File: config.mk
export PLATFORM = sky130hd
export DESIGN_NAME = wbc_ivm
export DESIGN_NICKNAME = d
export VERILOG_FILES = /design/src/rtl/wbc_ivm_pkg.sv /design/src/rtl/wbc_ivm.sv
export SDC_FILE = /design/constraint.sdc
export NUM_CORES = 1
export LEC_CHECK = 0
export CELL_PAD_IN_SITES_DETAIL_PLACEMENT = 1
export CELL_PAD_IN_SITES_GLOBAL_PLACEMENT = 1
export CORE_ASPECT_RATIO = 0.9
export CORE_MARGIN = 2
export CORE_UTILIZATION = 35
export DETAILED_ROUTE_END_ITERATION = 10
export GPL_TIMING_DRIVEN = 1
export PLACE_DENSITY = 0.92
export SETUP_SLACK_MARGIN = 0.15
export SKIP_LAST_GASP = 1
export SYNTH_ARGS = -nofsm -noshare
export SYNTH_HDL_FRONTEND = slang
export SYNTH_SLANG_ARGS = --single-unit
File: constraint.sdc
create_clock -name wb_clk_i -period 5.7 [get_ports wb_clk_i]
set_input_delay 0.855 -clock wb_clk_i [delete_from_list [all_inputs] [get_ports wb_clk_i]]
set_output_delay 0.855 -clock wb_clk_i [all_outputs]
set_load 0.02 [all_outputs]
File: src/rtl/wbc_ivm_pkg.sv
// rtl/wbc_ivm_pkg.sv - shared encodings and helpers for the interrupt vector master
package wbc_ivm_pkg;

    typedef enum logic [1:0] {
        ST_IDLE = 2'd0,
        ST_IAK  = 2'd1,
        ST_UNA  = 2'd2,
        ST_REL  = 2'd3
    } state_t;

    localparam int DEFAULT_T = 64;

    // Request lines are cumulative, so the highest set line is the pending level.
    function automatic logic [2:0] lvl_encode(input logic [3:0] irq);
        if (irq[3])      return 3'd7;
        else if (irq[2]) return 3'd6;
        else if (irq[1]) return 3'd5;
        else if (irq[0]) return 3'd4;
        else             return 3'd0;
    endfunction

endpackage

File: src/rtl/wbc_ivm.sv
// rtl/wbc_ivm.sv - Wishbone interrupt vector master: arbitration, IAK/unaddressed read cycles
module wbc_ivm
    import wbc_ivm_pkg::*;
#(
    parameter int T = DEFAULT_T
) (
    input  logic        wb_clk_i,
    input  logic        wb_rst_i,
    input  logic [7:4]  wb_irq_i,
    output logic        wb_stb_o,
    output logic        wb_una_o,
    input  logic        wb_ack_i,
    input  logic [15:0] wb_dat_i,
    input  logic [2:0]  cpu_pri,
    output logic        cpu_irq,
    output logic [2:0]  cpu_lvl,
    input  logic        cpu_iak,
    input  logic        cpu_una,
    output logic [15:0] cpu_dat,
    output logic        cpu_rdy,
    output logic        cpu_err
);

    localparam logic [6:0] T_LIM = 7'(T);

    state_t      state_q;
    logic [6:0]  cnt_q;
    logic [6:0]  cnt_d;
    logic [2:0]  lvl;
    logic        above_pri;

    assign lvl       = lvl_encode(wb_irq_i);
    assign above_pri = (lvl > cpu_pri);
    assign cnt_d     = cnt_q + 7'd1;

    always_ff @(posedge wb_clk_i) begin
        if (wb_rst_i) begin
            state_q  <= ST_IDLE;
            cnt_q    <= 7'd0;
            wb_stb_o <= 1'b0;
            wb_una_o <= 1'b0;
            cpu_irq  <= 1'b0;
            cpu_lvl  <= 3'd0;
            cpu_dat  <= 16'd0;
            cpu_rdy  <= 1'b0;
            cpu_err  <= 1'b0;
        end else begin
            cpu_irq <= above_pri;
            cpu_lvl <= above_pri ? lvl : 3'd0;
            cpu_rdy <= 1'b0;
            cpu_err <= 1'b0;
            case (state_q)
                ST_IDLE: begin
                    // Acknowledge outranks an unaddressed read arriving on the same clock.
                    if (cpu_iak && cpu_irq) begin
                        state_q  <= ST_IAK;
                        wb_stb_o <= 1'b1;
                        wb_una_o <= 1'b0;
                        cnt_q    <= 7'd0;
                    end else if (cpu_una) begin
                        state_q  <= ST_UNA;
                        wb_stb_o <= 1'b1;
                        wb_una_o <= 1'b1;
                        cnt_q    <= 7'd0;
                    end
                end
                ST_IAK, ST_UNA: begin
                    if (wb_ack_i) begin
                        cpu_dat  <= wb_dat_i;
                        cpu_rdy  <= 1'b1;
                        wb_stb_o <= 1'b0;
                        wb_una_o <= 1'b0;
                        state_q  <= ST_REL;
                    end else if (cnt_d == T_LIM) begin
                        cpu_dat  <= 16'd0;
                        cpu_err  <= 1'b1;
                        wb_stb_o <= 1'b0;
                        wb_una_o <= 1'b0;
                        state_q  <= ST_REL;
                    end else begin
                        cnt_q <= cnt_d;
                    end
                end
                default: begin
                    state_q <= ST_IDLE;
                end
            endcase
        end
    end

endmodule

==> impl_metrics.json, run 1 <==
{
  "drv_cap": 0,
  "hpwl_um": 3385,
  "root_buffer": "clkbuf_8",
  "num_rows": 22,
  "drtPass1Iterations": 4,
  "track_usage": 0.2036,
  "holdBufCountCts": 0,
  "stdcell_area_um2": 2136,
  "path_clk_slew_ns": 0.07,
  "via_per_inst": 5.508,
  "post-route-period-util": 0.4632,
  "synth_most_common_cell": "dfxtp_1",
  "grt_setup_unrepaired": "no",
  "synth_area_um2": 1506,
  "cp.required_ns": 5.87,
  "drt-initial-drc-count": 69,
  "synthTopCellsByCount": "dfxtp_1 (33), a22o_1 (16), nor2_1 (12), inv_1 (10), nand2_1 (9)",
  "vdd_ir_drop_max_mv": 0.1541,
  "final_layout_size_suffix_gt1_frac": 0.07477,
  "async_reset_ff_frac": 0,
  "overflow": 0,
  "diodes": 0,
  "clk_path_buf_depth": 2,
  "synth_fp_nets": 194,
  "h-tree-depth": 2,
  "yosysSeqAreaShare": 0.4385,
  "core-area_um2": 4101,
  "worst-path-stages": 7,
  "grt_antenna_before_repair": 0,
  "finalMaxSlewViolations": 0,
  "avgSynthCellArea_um2": 9.415,
  "grt_max_degree": 19,
  "drcViolationCount": 0,
  "cp_slowest_cell": "clkdlybuf4s50_1",
  "start_util": 0.3673,
  "status": "finished, final reports clean",
  "synth_edf_count": 0,
  "path_class": "in -> reg",
  "placed_area_um2": 2049,
  "clock_sinks": 33,
  "cp.arrival_ns": 2.81,
  "dieArea_um2": 4846,
  "cp_cell_sequence": "clkdlybuf4s50_1 > or2_2 > or3_1 > ha_1 > o21a_1 > o21ai_0 > nor2b_1",
  "slew_headroom": 0.3304,
  "synth_cell_types": 44,
  "synth-main-ff-cell": "dfxtp_1",
  "hold_slack_ns": 0.4871,
  "crit_path_max_fanout": 4,
  "die_w_um": 73.16,
  "cts_buffers": 5,
  "clock_latency_ns": 0.29,
  "vias": 1443,
  "pre_cts_slack_ns": 2.745,
  "p_leak_uw": 0.0008068,
  "routed_wl_um": 4484,
  "synth_top_area_frac": 0.4385,
  "routabilityCongestion": 0.8473,
  "max_slew.worst_pin.slew_ns": 0.9990,
  "synth_cells": 160,
  "critPathBufInv": 1,
  "synth_seq_cells": 33,
  "fp.dieH_um": 66.24,
  "crit_family": "simple AND/OR/NAND/NOR gates",
  "worstHoldPathCells": 1,
  "grt_first_pass_wirelength_um": 7410,
  "worstSetupEndpointType": "flip-flop",
  "setup_viol": 0,
  "grt_pass1_vias": 1569,
  "setup_tns_ns": 0,
  "postCtsSetupBuffers": 0,
  "fin_skew_ns": 0.005778,
  "max_stage_delay_ns": 0.41,
  "synth.top_cells.by_area": "dfxtp_1 (44%), a22o_1 (9.3%), ha_1 (5.0%), nor2_1 (3.0%), inv_1 (2.5%)",
  "hold_viol_final": 0,
  "fillerInstances": 471,
  "p_per_area_nw_per_um2": 367.2,
  "area_growth_pct": 41.78,
  "cts_tree": "built",
  "io_buffers": 51,
  "cts_resized": 0,
  "wl_per_cell_um": 17.11,
  "r2r_cells": 5,
  "yosys.area.top_type": "dfxtp_1",
  "start_kind": "input port",
  "min_path_type": "reg -> reg",
  "ant_nets": 0,
  "period_minus_slack_ns": 2.640,
  "fmax_mhz": 378.7,
  "yosysWarnings": 0,
  "io_pins": 52,
  "layout_setup_ws_ns": 3.060,
  "finalNetCount": 247
}
==> sequential cells by signal (all words and copies together), names as in the netlist <==
signal	cells
cnt_q	7
cpu_rdy	1
cpu_dat	16
wb_stb_o	1
state_q	2
cpu_err	1
wb_una_o	1
cpu_irq	1
cpu_lvl	3
==> worst reg2reg max path, cell delays in order (launching register included) <==
cell,delay [ns]
dfxtp_1,0.40
inv_1,0.06
ha_1,0.59
inv_2,0.19
nor3_2,0.86
a22o_1,0.25
==> report_power, final <==
part / internal (µW) / leakage, µW / switching [µW] / total, µW
combinational: 133 / 0.000494 / 177 / 310
sequential: 269 / 0.000269 / 27.0 / 296
clock: 84.2 / 0.0000439 / 93.5 / 178
total: 487 / 0.000807 / 298 / 784
==> metal layers <==
layer / track usage / up-vias / part of all wire
met5: 0 / - / 0
met4: 0.08565 / 0 / 0.018
met3: 0.07317 / 8 / 0.059
met2: 0.3401 / 40 / 0.50
met1: 0.2333 / 688 / 0.42
li1: - / 707 / -
==> final cells by class <==
type                       instances  area [µm²]  area share
clock inverter                     3       17.52    0.008202
inverter                          11       41.29     0.01933
timing repair buffer              51       510.5      0.2390
sequential                        33       660.6      0.3093
multi-input combinational        111       777.0      0.3638
tap                               48       60.06     0.02812
clock buffer                       5       68.82     0.03222
==> through the flow <==
stage | total power (µW) | utilization | cells
floorplan | 483.7 | - | 160
global placement | 599.0 | 0.4997 | 254
detailed placement | 611.8 | 0.4997 | 254
CTS | 792.9 | 0.5207 | 262
global route | 832.3 | 0.5207 | 262
finish | 784.3 | 0.5207 | 262
==> worst paths after layout <==
check                          startpoint                       to  slack, ns
setup / recovery              wb_irq_i[6]    cpu_lvl[2]$_SDFF_PP0_       3.06
hold / removal    cpu_dat[3]$_SDFFE_PP0P_  cpu_dat[3]$_SDFFE_PP0P_       0.49
setup reg to reg  state_q[0]$_SDFFE_PP0P_  cpu_dat[8]$_SDFFE_PP0P_       3.29
hold reg to reg   cpu_dat[3]$_SDFFE_PP0P_  cpu_dat[3]$_SDFFE_PP0P_       0.49
==> logic make-up (layout without fill, tap and decap cells) <==
group                      count (synthesis)  after routing  synth area share
muxes                                      1              1          0.006645
and+or+nand+nor                           51             51            0.1786
DFF                                       33             33            0.4385
AOI/OAI and AO/OA                         53             53            0.2807
buffers and inverters                     16             70           0.04568
adders and majority gates                  6              6           0.04983
==> cell usage in the layout (no fill, tap or decap), types with 2 or more instances in the layout <==
master,n
nor3_1,4
a21o_1,3
ha_1,6
clkbuf_8,5
nand4_1,4
nor4_1,2
nor2_1,12
a211oi_1,3
a31oi_1,3
dfxtp_1,33
nor2b_1,5
a21oi_1,7
nand2_1,9
o22ai_1,2
clkdlybuf4s50_1,51
or3_1,3
o21ai_0,5
inv_1,10
clkinv_2,2
a22o_1,16
nand3_1,5
o311ai_1,2
(Power assumes the default switching activity.)
==> inputs of run 2 (changes only) <==
--- a/config.mk
+++ b/config.mk
@@ -9,10 +9,10 @@
 export CELL_PAD_IN_SITES_GLOBAL_PLACEMENT = 1
 export CORE_ASPECT_RATIO = 0.9
 export CORE_MARGIN = 2
-export CORE_UTILIZATION = 35
+export CORE_UTILIZATION = 33
 export DETAILED_ROUTE_END_ITERATION = 10
 export GPL_TIMING_DRIVEN = 1
-export PLACE_DENSITY = 0.92
+export PLACE_DENSITY = 0.88
 export SETUP_SLACK_MARGIN = 0.15
 export SKIP_LAST_GASP = 1
 export SYNTH_ARGS = -nofsm -noshare
==> constraint.sdc (replaced) <==
create_clock -name wb_clk_i -period 2.6 [get_ports wb_clk_i]
set_input_delay 0.39 -clock wb_clk_i [delete_from_list [all_inputs] [get_ports wb_clk_i]]
set_output_delay 0.39 -clock wb_clk_i [all_outputs]
set_load 0.02 [all_outputs]
==> impl_metrics.json, run 2 (synthesized netlist as in run 1, its figures left out) <==
{
  "status": "finished, final reports clean",
  "seqPwrFrac": 0.340,
  "finish.utilization": 0.5011,
  "grt_pass1_vias": 1550,
  "crit_path_max_fanout": 4,
  "post-route-period-util": 0.8236,
  "rrSetupSlack_ns": 0.54,
  "hpwl_um": 3320,
  "track_usage": 0.1931,
  "clkPwrFrac": 0.268,
  "io_pins": 52,
  "overflow": 0,
  "num_rows": 23,
  "reg_top3": "cpu_dat (16), cnt_q (7), cpu_lvl (3)",
  "routed_wl_um": 4591,
  "dieArea_um2": 5122,
  "slew_headroom": 0.6914,
  "core-area_um2": 4432,
  "finalMaxSlewViolations": 0,
  "cts_buffers": 5,
  "vias": 1485,
  "p_int_uw": 1232,
  "fmax_mhz": 467.0,
  "area_growth_pct": 47.43,
  "drcViolationCount": 0,
  "clock_sinks": 33,
  "r2r_start": "cnt_q[0]$_SDFFE_PP0P_",
  "hold_viol_final": 0,
  "hp-start": "cpu_dat[10]$_SDFFE_PP0P_",
  "period_minus_slack_ns": 2.141,
  "p_comb_frac": 0.392,
  "worstHoldPathCells": 1,
  "postCtsSetupBuffers": 0,
  "p_sw_uw": 665.2,
  "grt_setup_unrepaired": "no",
  "vdd_ir_drop_max_mv": 0.3882,
  "setup_tns_ns": 0,
  "p_leak_uw": 0.0008460,
  "final_layout_size_suffix_gt1_frac": 0.09132,
  "stdcell_area_um2": 2221,
  "cp.required_ns": 2.77,
  "start_kind": "input port",
  "path_clk_slew_ns": 0.07,
  "worstSetupEndpointType": "flip-flop",
  "drtPass1Iterations": 4,
  "via_per_inst": 5.285,
  "wl_per_cell_um": 16.34,
  "r2r_cells": 6,
  "critPathBufInv": 1,
  "cts_resized": 0,
  "cp.arrival_ns": 2.31,
  "die_w_um": 75.22,
  "path_class": "in -> reg",
  "fp.dieH_um": 68.10,
  "p_per_area_nw_per_um2": 854.3,
  "drv_cap": 0,
  "r2r_end": "cpu_dat[2]$_SDFFE_PP0P_",
  "start_util": 0.3399,
  "largest_register_ffs": 16,
  "setup_viol": 0,
  "finalNetCount": 252,
  "ant_nets": 0,
  "hold_slack_ns": 0.4804,
  "grt_antenna_before_repair": 0,
  "cp_cell_sequence": "clkdlybuf4s50_1 > or2_2 > or3_1 > ha_1 > o21a_1 > o21ai_0 > nor2b_1",
  "io_buffers": 51,
  "clock_latency_ns": 0.29,
  "h-tree-depth": 2,
  "max_stage_delay_ns": 0.42,
  "fin_skew_ns": 0.005964,
  "root_buffer": "clkbuf_8",
  "routabilityCongestion": 0.8047,
  "clk_path_buf_depth": 2,
  "top_register": "cpu_dat",
  "fillerInstances": 535,
  "drt-initial-drc-count": 56,
  "holdBufCountCts": 0,
  "cp_slowest_cell": "clkdlybuf4s50_1",
  "final_common_cell": "clkdlybuf4s50_1",
  "grt_first_pass_wirelength_um": 7389,
  "hold_end": "cpu_dat[10]$_SDFFE_PP0P_",
  "total_power_uw": 1897,
  "grt_max_degree": 18,
  "diodes": 0,
  "cts_tree": "built",
  "max_slew.worst_pin.slew_ns": 0.4619,
  "sw_frac_of_total": 0.3506,
  "crit_family": "simple AND/OR/NAND/NOR gates",
  "placed_area_um2": 2105,
  "min_path_type": "reg -> reg",
  "most-common-layout-cells": "clkdlybuf4s50_1 (51), dfxtp_1 (33), a22o_1 (16), nor2_1 (12), inv_1 (10)"
}
## run 2: metal layers
| layer | wire length [µm] | track usage | share of wire | vias to the layer above |
|---|---|---|---|---|
| met2 | 2158 | 0.3136 | 0.47 | 45 |
| met3 | 308 | 0.07806 | 0.067 | 11 |
| met4 | 108 | 0.07675 | 0.024 | 0 |
| met5 | 0 | 0 | 0 | - |
| li1 | - | - | - | 723 |
| met1 | 2015 | 0.2276 | 0.44 | 706 |
## run 2: stage by stage
| stage | worst slack [ns] | std cells |
|---|---|---|
| after global placement | 0.2257 | 273 |
| after detailed placement | 0.1331 | 273 |
| after global routing | 0.3269 | 281 |
| final | 0.4588 | 281 |
| after floorplan | 0.7342 | 160 |
| after CTS | 0.4485 | 281 |
## run 2: worst max path at each step
stage               cells after the start   startpoint  slack [ns]                     to
finish                                  7  wb_irq_i[6]        0.46  cpu_lvl[2]$_SDFF_PP0_
global route                            7  wb_irq_i[6]        0.33  cpu_lvl[2]$_SDFF_PP0_
CTS                                     7  wb_irq_i[6]        0.45  cpu_lvl[2]$_SDFF_PP0_
detailed placement                      7  wb_irq_i[6]        0.13  cpu_lvl[2]$_SDFF_PP0_
global placement                        7  wb_irq_i[6]        0.23  cpu_lvl[1]$_SDFF_PP0_
floorplan                               6  wb_irq_i[6]        0.73  cpu_lvl[1]$_SDFF_PP0_
## run 2: layout make-up
| type | count | area, µm² | share of cell area |
|---|---|---|---|
| well taps | 62 | 77.57 | 0.03493 |
| inverters | 11 | 41.29 | 0.01859 |
| multi-input cells | 111 | 777.0 | 0.3499 |
| clock buffers | 7 | 86.33 | 0.03887 |
| repair buffers | 56 | 548.0 | 0.2468 |
| clock inverters | 1 | 30.03 | 0.01352 |
| flip-flops and latches | 33 | 660.6 | 0.2975 |
## run 2: worst register-to-register path, delay by kind of cell (launching register included)
family                   cells  cell delay (ns)
adder cells (fa/ha/maj)      1             0.21
flip-flops                   1             0.45
AND/OR/NAND/NOR              1             0.08
AO/OA/AOI/OAI                4             1.19
## run 2: power by group through the flow
stage               clock [µW]  combinational, µW  sequential [µW]
detailed placement           0                738              656
global route               536                799              657
finish                     509                743              646
global placement             0                708              652
CTS                        519                744              646
floorplan                    0                331              730
